===== src/rtl/alu_pkg.sv =====
// Shared ALU definitions: opcodes, sequencer state encoding and opcode helpers.
// Used by the ALU, the decoder and the ALU sequencer.
package alu_pkg;

   localparam logic [2:0] ALU_ADD = 3'b000;
   localparam logic [2:0] ALU_SHR = 3'b001;
   localparam logic [2:0] ALU_SHL = 3'b010;
   localparam logic [2:0] ALU_XOR = 3'b011;

   typedef enum logic [1:0] {
      IDLE = 2'd0,
      EXEC = 2'd1,
      DONE = 2'd2
   } seq_state_t;

   // Shift opcodes are run as repeated single-bit ALU passes.
   function automatic logic is_shift_op(input logic [2:0] op);
      return (op == ALU_SHR) || (op == ALU_SHL);
   endfunction

endpackage


===== src/rtl/alu_sequencer_if.sv =====
// Command/response handshake bundle between the control stage and the ALU sequencer.
interface alu_sequencer_if #(
   parameter int unsigned W   = 8,
   parameter int unsigned Ops = 3
);

   logic           req_valid;
   logic           req_ready;
   logic [Ops-1:0] req_op;
   logic [W-1:0]   req_a;
   logic [W-1:0]   req_b;
   logic           rsp_valid;
   logic           rsp_ready;
   logic [W-1:0]   rsp_data;
   logic           rsp_zero;
   logic           rsp_sign;

   // Requester side: issues commands, consumes results.
   modport master (
      output req_valid, req_op, req_a, req_b, rsp_ready,
      input  req_ready, rsp_valid, rsp_data, rsp_zero, rsp_sign
   );

   // Sequencer side.
   modport slave (
      input  req_valid, req_op, req_a, req_b, rsp_ready,
      output req_ready, rsp_valid, rsp_data, rsp_zero, rsp_sign
   );

endinterface


===== src/rtl/alu_sequencer.sv =====
// Multi-cycle front end for the combinational ALU. Accepts one command per
// handshake, runs multi-bit shifts as one single-bit ALU pass per cycle and
// returns the result with flags on the response handshake.
module alu_sequencer
   import alu_pkg::*;
#(
   parameter int unsigned W    = 8,
   parameter int unsigned Ops  = 3,
   parameter int unsigned CntW = 4
) (
   input  logic           Clk,
   input  logic           Reset,
   alu_sequencer_if.slave bus,
   output logic [W-1:0]   alu_a,
   output logic [W-1:0]   alu_b,
   output logic [Ops-1:0] alu_op,
   input  logic [W-1:0]   alu_out,
   input  logic           alu_zero,
   input  logic           alu_sign
);

   seq_state_t     state_q, state_d;
   logic [W-1:0]   acc_q, acc_d;
   logic [W-1:0]   b_reg_q, b_reg_d;
   logic [Ops-1:0] op_reg_q, op_reg_d;
   logic [CntW-1:0] cnt_q, cnt_d;
   logic [W-1:0]   rsp_data_q, rsp_data_d;
   logic           rsp_zero_q, rsp_zero_d;
   logic           rsp_sign_q, rsp_sign_d;
   logic           shift_op;

   assign shift_op = is_shift_op(3'(op_reg_q));

   // State and datapath registers; synchronous reset wins over every transition.
   always_ff @(posedge Clk) begin
      if (Reset) begin
         state_q    <= IDLE;
         acc_q      <= '0;
         b_reg_q    <= '0;
         op_reg_q   <= '0;
         cnt_q      <= '0;
         rsp_data_q <= '0;
         rsp_zero_q <= 1'b0;
         rsp_sign_q <= 1'b0;
      end else begin
         state_q    <= state_d;
         acc_q      <= acc_d;
         b_reg_q    <= b_reg_d;
         op_reg_q   <= op_reg_d;
         cnt_q      <= cnt_d;
         rsp_data_q <= rsp_data_d;
         rsp_zero_q <= rsp_zero_d;
         rsp_sign_q <= rsp_sign_d;
      end
   end

   // Next-state, operand capture and result capture.
   always_comb begin
      state_d    = state_q;
      acc_d      = acc_q;
      b_reg_d    = b_reg_q;
      op_reg_d   = op_reg_q;
      cnt_d      = cnt_q;
      rsp_data_d = rsp_data_q;
      rsp_zero_d = rsp_zero_q;
      rsp_sign_d = rsp_sign_q;

      case (state_q)
         IDLE: begin
            if (bus.req_valid) begin
               acc_d    = bus.req_a;
               b_reg_d  = bus.req_b;
               op_reg_d = bus.req_op;
               cnt_d    = bus.req_b[CntW-1:0];
               state_d  = EXEC;
            end
         end

         EXEC: begin
            if (!shift_op) begin
               // Single ALU pass; invalid opcodes come back as 0 from the ALU.
               rsp_data_d = alu_out;
               rsp_zero_d = alu_zero;
               rsp_sign_d = alu_sign;
               state_d    = DONE;
            end else if (cnt_q == '0) begin
               // Zero-count shift returns the operand untouched.
               rsp_data_d = acc_q;
               rsp_zero_d = (acc_q == '0);
               rsp_sign_d = acc_q[0];
               state_d    = DONE;
            end else begin
               acc_d = alu_out;
               cnt_d = cnt_q - CntW'(1);
               if (cnt_q == CntW'(1)) begin
                  rsp_data_d = alu_out;
                  rsp_zero_d = alu_zero;
                  rsp_sign_d = alu_sign;
                  state_d    = DONE;
               end
            end
         end

         DONE: begin
            if (bus.rsp_ready) begin
               state_d = IDLE;
            end
         end

         default: state_d = IDLE;
      endcase
   end

   // Handshake outputs and ALU drive; the ALU sees zeros outside EXEC.
   always_comb begin
      bus.req_ready = (state_q == IDLE);
      bus.rsp_valid = (state_q == DONE);
      bus.rsp_data  = rsp_data_q;
      bus.rsp_zero  = rsp_zero_q;
      bus.rsp_sign  = rsp_sign_q;
      alu_a         = '0;
      alu_b         = '0;
      alu_op        = '0;
      if (state_q == EXEC) begin
         alu_a  = acc_q;
         alu_b  = b_reg_q;
         alu_op = op_reg_q;
      end
   end

endmodule


===== src/flat_wrapper.sv =====
// flat-port wrapper written by rule: the top's interface ports become plain ports
module alu_sequencer_flat import alu_pkg::*;
#(
   parameter int unsigned W    = 8,
   parameter int unsigned Ops  = 3,
   parameter int unsigned CntW = 4
)
  (Clk, Reset, alu_a, alu_b, alu_op, alu_out, alu_zero, alu_sign, bus_req_valid, bus_req_op, bus_req_a, bus_req_b, bus_rsp_ready, bus_req_ready, bus_rsp_valid, bus_rsp_data, bus_rsp_zero, bus_rsp_sign);
  alu_sequencer_if #(.W(W), .Ops(Ops)) bus_i ();
  input  logic Clk;
  input  logic Reset;
  output logic [W-1:0] alu_a;
  output logic [W-1:0] alu_b;
  output logic [Ops-1:0] alu_op;
  input  logic [W-1:0] alu_out;
  input  logic alu_zero;
  input  logic alu_sign;
  input wire logic [$bits(bus_i.req_valid)-1:0] bus_req_valid;
  input wire logic [$bits(bus_i.req_op)-1:0] bus_req_op;
  input wire logic [$bits(bus_i.req_a)-1:0] bus_req_a;
  input wire logic [$bits(bus_i.req_b)-1:0] bus_req_b;
  input wire logic [$bits(bus_i.rsp_ready)-1:0] bus_rsp_ready;
  output wire logic [$bits(bus_i.req_ready)-1:0] bus_req_ready;
  output wire logic [$bits(bus_i.rsp_valid)-1:0] bus_rsp_valid;
  output wire logic [$bits(bus_i.rsp_data)-1:0] bus_rsp_data;
  output wire logic [$bits(bus_i.rsp_zero)-1:0] bus_rsp_zero;
  output wire logic [$bits(bus_i.rsp_sign)-1:0] bus_rsp_sign;
  assign bus_i.req_valid = bus_req_valid;
  assign bus_i.req_op = bus_req_op;
  assign bus_i.req_a = bus_req_a;
  assign bus_i.req_b = bus_req_b;
  assign bus_i.rsp_ready = bus_rsp_ready;
  assign bus_req_ready = bus_i.req_ready;
  assign bus_rsp_valid = bus_i.rsp_valid;
  assign bus_rsp_data = bus_i.rsp_data;
  assign bus_rsp_zero = bus_i.rsp_zero;
  assign bus_rsp_sign = bus_i.rsp_sign;
  alu_sequencer #(.W(W), .Ops(Ops), .CntW(CntW)) u_core (.Clk(Clk), .Reset(Reset), .bus(bus_i), .alu_a(alu_a), .alu_b(alu_b), .alu_op(alu_op), .alu_out(alu_out), .alu_zero(alu_zero), .alu_sign(alu_sign));
endmodule

===== config.mk =====
export PLATFORM = sky130hd
export DESIGN_NAME = alu_sequencer_flat
export DESIGN_NICKNAME = d
export VERILOG_FILES = /design/src/rtl/alu_pkg.sv /design/src/rtl/alu_sequencer_if.sv /design/src/rtl/alu_sequencer.sv /design/src/flat_wrapper.sv
export SDC_FILE = /design/constraint.sdc
export NUM_CORES = 1
export LEC_CHECK = 0
export BUFFER_PORTS_ARGS = -buffer_cell sky130_fd_sc_hd__buf_4
export CORE_UTILIZATION = 26
export DETAILED_ROUTE_END_ITERATION = 8
export PLACE_DENSITY_LB_ADDON = 0.05
export SYNTH_ARGS = -nofsm -noshare
export SYNTH_HDL_FRONTEND = slang
export SYNTH_SLANG_ARGS = --single-unit

===== constraint.sdc =====
create_clock -name Clk -period 1.9 [get_ports Clk]
set_clock_uncertainty 0.1 [all_clocks]
set_input_delay 0.285 -clock Clk [delete_from_list [all_inputs] [get_ports Clk]]
set_output_delay 0.285 -clock Clk [all_outputs]
set_load 0.1 [all_outputs]

==> impl.org <==
** Pwr
- Sw power :: just over 0.8 mW
- Clk pwr share :: between 20% and 30%
- Leakage power of the design :: ~1.1 nW
- Internal power of the cells :: about 1.4 mW
- In this run switching power makes up 36.9% of total power.
- Of the total power, registers draw 39.1%.
- Worst IR Drop VDD :: between 0.0002 and 0.0003 V
- For this design the ratio of total power to cell area is around 840 mW/mm2.
- Combinational logic burns 33.6% of the power.

** Placed design
- At the end of routability-driven placement, the weighted congestion stood at roughly 0.73.
- Area post-placement :: about 0.0023 mm2
- Post-Place Cells :: 350
- In this run the tool buffered the top-level ports with 63 buffer cells.
- HPWL after detailed placement :: about 3600 um

** Cells and area
- Number of nets in the final layout :: 317
- Measured on the finished design, the core utilization comes to between 40% and 50%.
- Non-filler instance count after layout :: 360
- 0 antenna diodes ended up in the layout.
- Share of layout cells above drive strength 1 :: between 40 and 50%
- Fill cells in the final layout number between 600 and 700.
- From synthesis to final layout, the design area changed by 53.7%.
- Summing all non-filler instances in the final layout gives an area of 0.00260 mm2.

** Synth
- Number of enable flip-flop cells after synthesis :: 0
- Post-synthesis area per instance :: approximately 8.0 um2
- Unique masters post-synth :: 37
- Area of the mapped netlist :: around 0.0017 mm2
- Async set or reset register ratio after synthesis :: 0%
- Synthesis handed over a netlist of 211 instances.
- After synthesis, the cell types taking the most area are dfxtp_1 (41%), nand2_1 (9.1%), a21oi_1 (7.1%).
- For this run, the number of Yosys warnings is 0.
- Count of state elements after synthesis :: 35
- For this run, the leading register cell type out of synthesis is dfxtp_1.
- Leading cell type by number of instances after synthesis :: nand2_1
- Fraction of post-synthesis cell area in the top cell type by area :: between 40 and 50%
- The largest total area in the synthesized netlist belongs to dfxtp_1.
- Sequential elements use about 41% of the synthesized area.
- The commonest cells after synthesis are nand2_1 (41), dfxtp_1 (35), a21oi_1 (24).
- Net count after synthesis :: between 200 and 250

** Route
- In the routed design, unresolved DRC markers number 0.
- Drt initial violations :: between 60 and 70
- Dividing the detail-routed wire length by the instance count gives about 14 um.
- Once detail routing completed, the nets flagged for antenna violations numbered 0.
- Detailed-route vias per instance :: around 5
- For this block, the routed nets add up to approximately 5100 um of wire.
- Vias after detailed routing :: 1755
- Total iterations of the first detailed-routing run :: 4

** Floorplanning
- 64 I/O pins were placed.
- In this run the core area contains 29 standard-cell rows.
- Die width :: between 80 and 90 um
- The floorplan step defined a core boundary enclosing about 0.0063 mm2.
- Die outline height :: between 80 and 90 um
- The initial utilization of the core area, before any placement, comes to roughly 27%.
- Die Area :: about 0.007 mm2

** STA
- After routing, the total negative slack on setup checks comes to 0 ns.
- The smallest clock period supported by the final layout is computed as between 1.5 and 2 ns.
- The worst path uses approximately 99% of the clock period.
- The hold violation total from the final report came to 0.
- Derived from the worst setup path, the maximum achievable clock frequency is between 500 and 600 MHz.
- In this run the tightest slew margin relative to its limit is 62.3%.
- Worst Hold Margin :: around 0.14 ns
- Setup violation total in the final timing report :: 0
- The number of pins with negative max-slew slack in the final report was 0.
- At the pin with the least slew margin, the transition time is around 0.57 ns.
- Setup repair after global routing could not meet its margin everywhere.

** Global routing
- Via count of the first global-routing pass :: 1616
- For this run, the total global-route usage over all layers was measured as around 16%.
- The number of antenna violations at the first check in global routing is 0.
- Wire length of the first global-routing pass :: 8010 um
- Maximum number of pins on one net before global-route repair :: 38
- GR Overflow Total :: 0

** Clock network
- CTS Hold Bufs :: 0
- The clock net in this run drives a total of 35 sinks.
- Counting along the longest clock path gives a buffer depth of 2.
- Deepest level of the CTS H-tree :: 2
- The number of clock buffers added by TritonCTS is 5.
- At the later pin of the worst-skew pair, clock insertion delay measures 0.29 ns.
- Clock tree synthesis selected as its root buffer the cell clkbuf_8.
- CTS tree :: yes
- Worst-path clk slew :: 0.07 ns

** Critical path
- Measured in cells, the most critical reg-to-reg path has a length of 6.
- Critical path class :: reg2reg
- Required time reported for the critical path endpoint :: just over 2 ns
- Endpoint of the lowest-slack register-to-register path :: u_core.cnt_q[1]
- Setup crit start :: u_core.cnt_q[0]
- Of all nets on the critical path, the largest fanout is 7.
- STA classifies the critical path startpoint as a register.
- The worst register-to-register path begins at u_core.cnt_q[0].
- Destination of the critical timing path :: u_core.cnt_q[1]
- Capturing element type of the critical path :: register
- Minimum setup slack among reg-to-reg paths :: ~0.023 ns
- Arrival time of data at the critical path endpoint :: roughly 2.0 ns

** Outcome
- Result of the run :: finished clean

** Worst hold path
- The tightest min-delay check is of the in2reg type.

** Job
- The tool flagged a number of max-cap violations equal to 0.
-- worst min path at each step --
stage / end / startpoint / cells past startpoint
finish: u_core.b_reg_q[7] / bus_req_b[7] / 3
global route: u_core.b_reg_q[4] / bus_req_b[4] / 3
global placement: u_core.b_reg_q[5] / u_core.b_reg_q[5] / 2
detailed placement: u_core.b_reg_q[0] / u_core.b_reg_q[0] / 2
CTS: u_core.b_reg_q[5] / bus_req_b[5] / 3
floorplan: u_core.b_reg_q[0] / bus_req_b[0] / 2
-- sequential cells by signal, indices dropped and copies added, names as in the netlist --
signal,count
u_core.acc_q,8
u_core.cnt_q,4
u_core.b_reg_q,8
u_core.op_reg_q,3
u_core.bus.rsp_data,8
u_core.bus.rsp_zero,1
u_core.bus.rsp_sign,1
u_core.state_q,2
-- stage by stage --
| step | setup WS, ns | total power, mW |
|---|---|---|
| floorplan | -0.121 | 1.35 |
| global placement | 0.00253 | 1.57 |
| detailed placement | -0.0211 | 1.57 |
| CTS | 0.00573 | 2.19 |
| global route | -0.0506 | 2.31 |
| finish | 0.0234 | 2.19 |
-- cell families (layout without fill, tap and decap cells) --
kind of cell               count (synthesis)  after routing  share of synthesized area [%]
DFF                                       35             35                           41.4
xor gates and xnor gates                   2              2                           1.04
adders and majority gates                  2              2                           1.48
muxes                                      1              1                          0.666
buffers and inverters                     21             92                           5.25
AOI/OAI and AO/OA                         50             50                           21.9
and+or+nand+nor                          100            101                           28.3
-- worst max-delay path, stage by stage (launching register included) --
cell and delay (ns):
dfxtp_4 0.37, inv_2 0.04, ha_4 0.15, nor3b_4 0.16, or4_4 0.62, o21a_1 0.24
a21oi_2 0.12
-- power by group through the flow --
stage                     clock network [mW]  logic (mW)  registers (mW)
after floorplan                            0       0.341            1.01
after global placement                     0       0.706           0.869
after detailed placement                   0       0.703           0.868
after CTS                              0.618       0.716           0.853
after global routing                   0.643       0.798           0.869
final                                  0.598       0.736           0.857
-- repair_timing --
item                       4_1_cts  5_1_grt
resized for setup               19       17
pin swaps                        0        4
buffers inserted                 0        1
setup endpoints to repair       27       25
cloned                           0        1
-- metal layers --
| layer | GRT usage, % | up-vias | wire (um) |
|---|---|---|---|
| met5 | 0 | - | 0 |
| met4 | 5.34 | 0 | 65 |
| met3 | 3.74 | 7 | 316 |
| met2 | 22.6 | 62 | 2300 |
| met1 | 22.5 | 801 | 2470 |
| li1 | - | 885 | - |
-- placed cells by master (no fill, tap or decap), types with 2 or more instances in the layout --
cell type,instances
dfxtp_2,2
nand2_1,41
nand3_1,4
inv_1,4
dfxtp_1,32
inv_2,2
buf_6,17
nor4_1,3
nor2_1,19
buf_4,59
o221a_1,8
or4_4,2
clkbuf_8,7
nor3_1,2
and2_2,18
a21oi_1,23
a311oi_1,10
-- cell type report --
type | instances | area [um2] | area share, %
inverters | 6 | 22.5 | 0.866
repair buffers | 78 | 669 | 25.7
clock buffers | 8 | 100 | 3.85
multi-input cells | 156 | 1000 | 38.6
flip-flops and latches | 35 | 707 | 27.2
well taps | 77 | 96.3 | 3.71
Power figures use the tool's default switching activity.
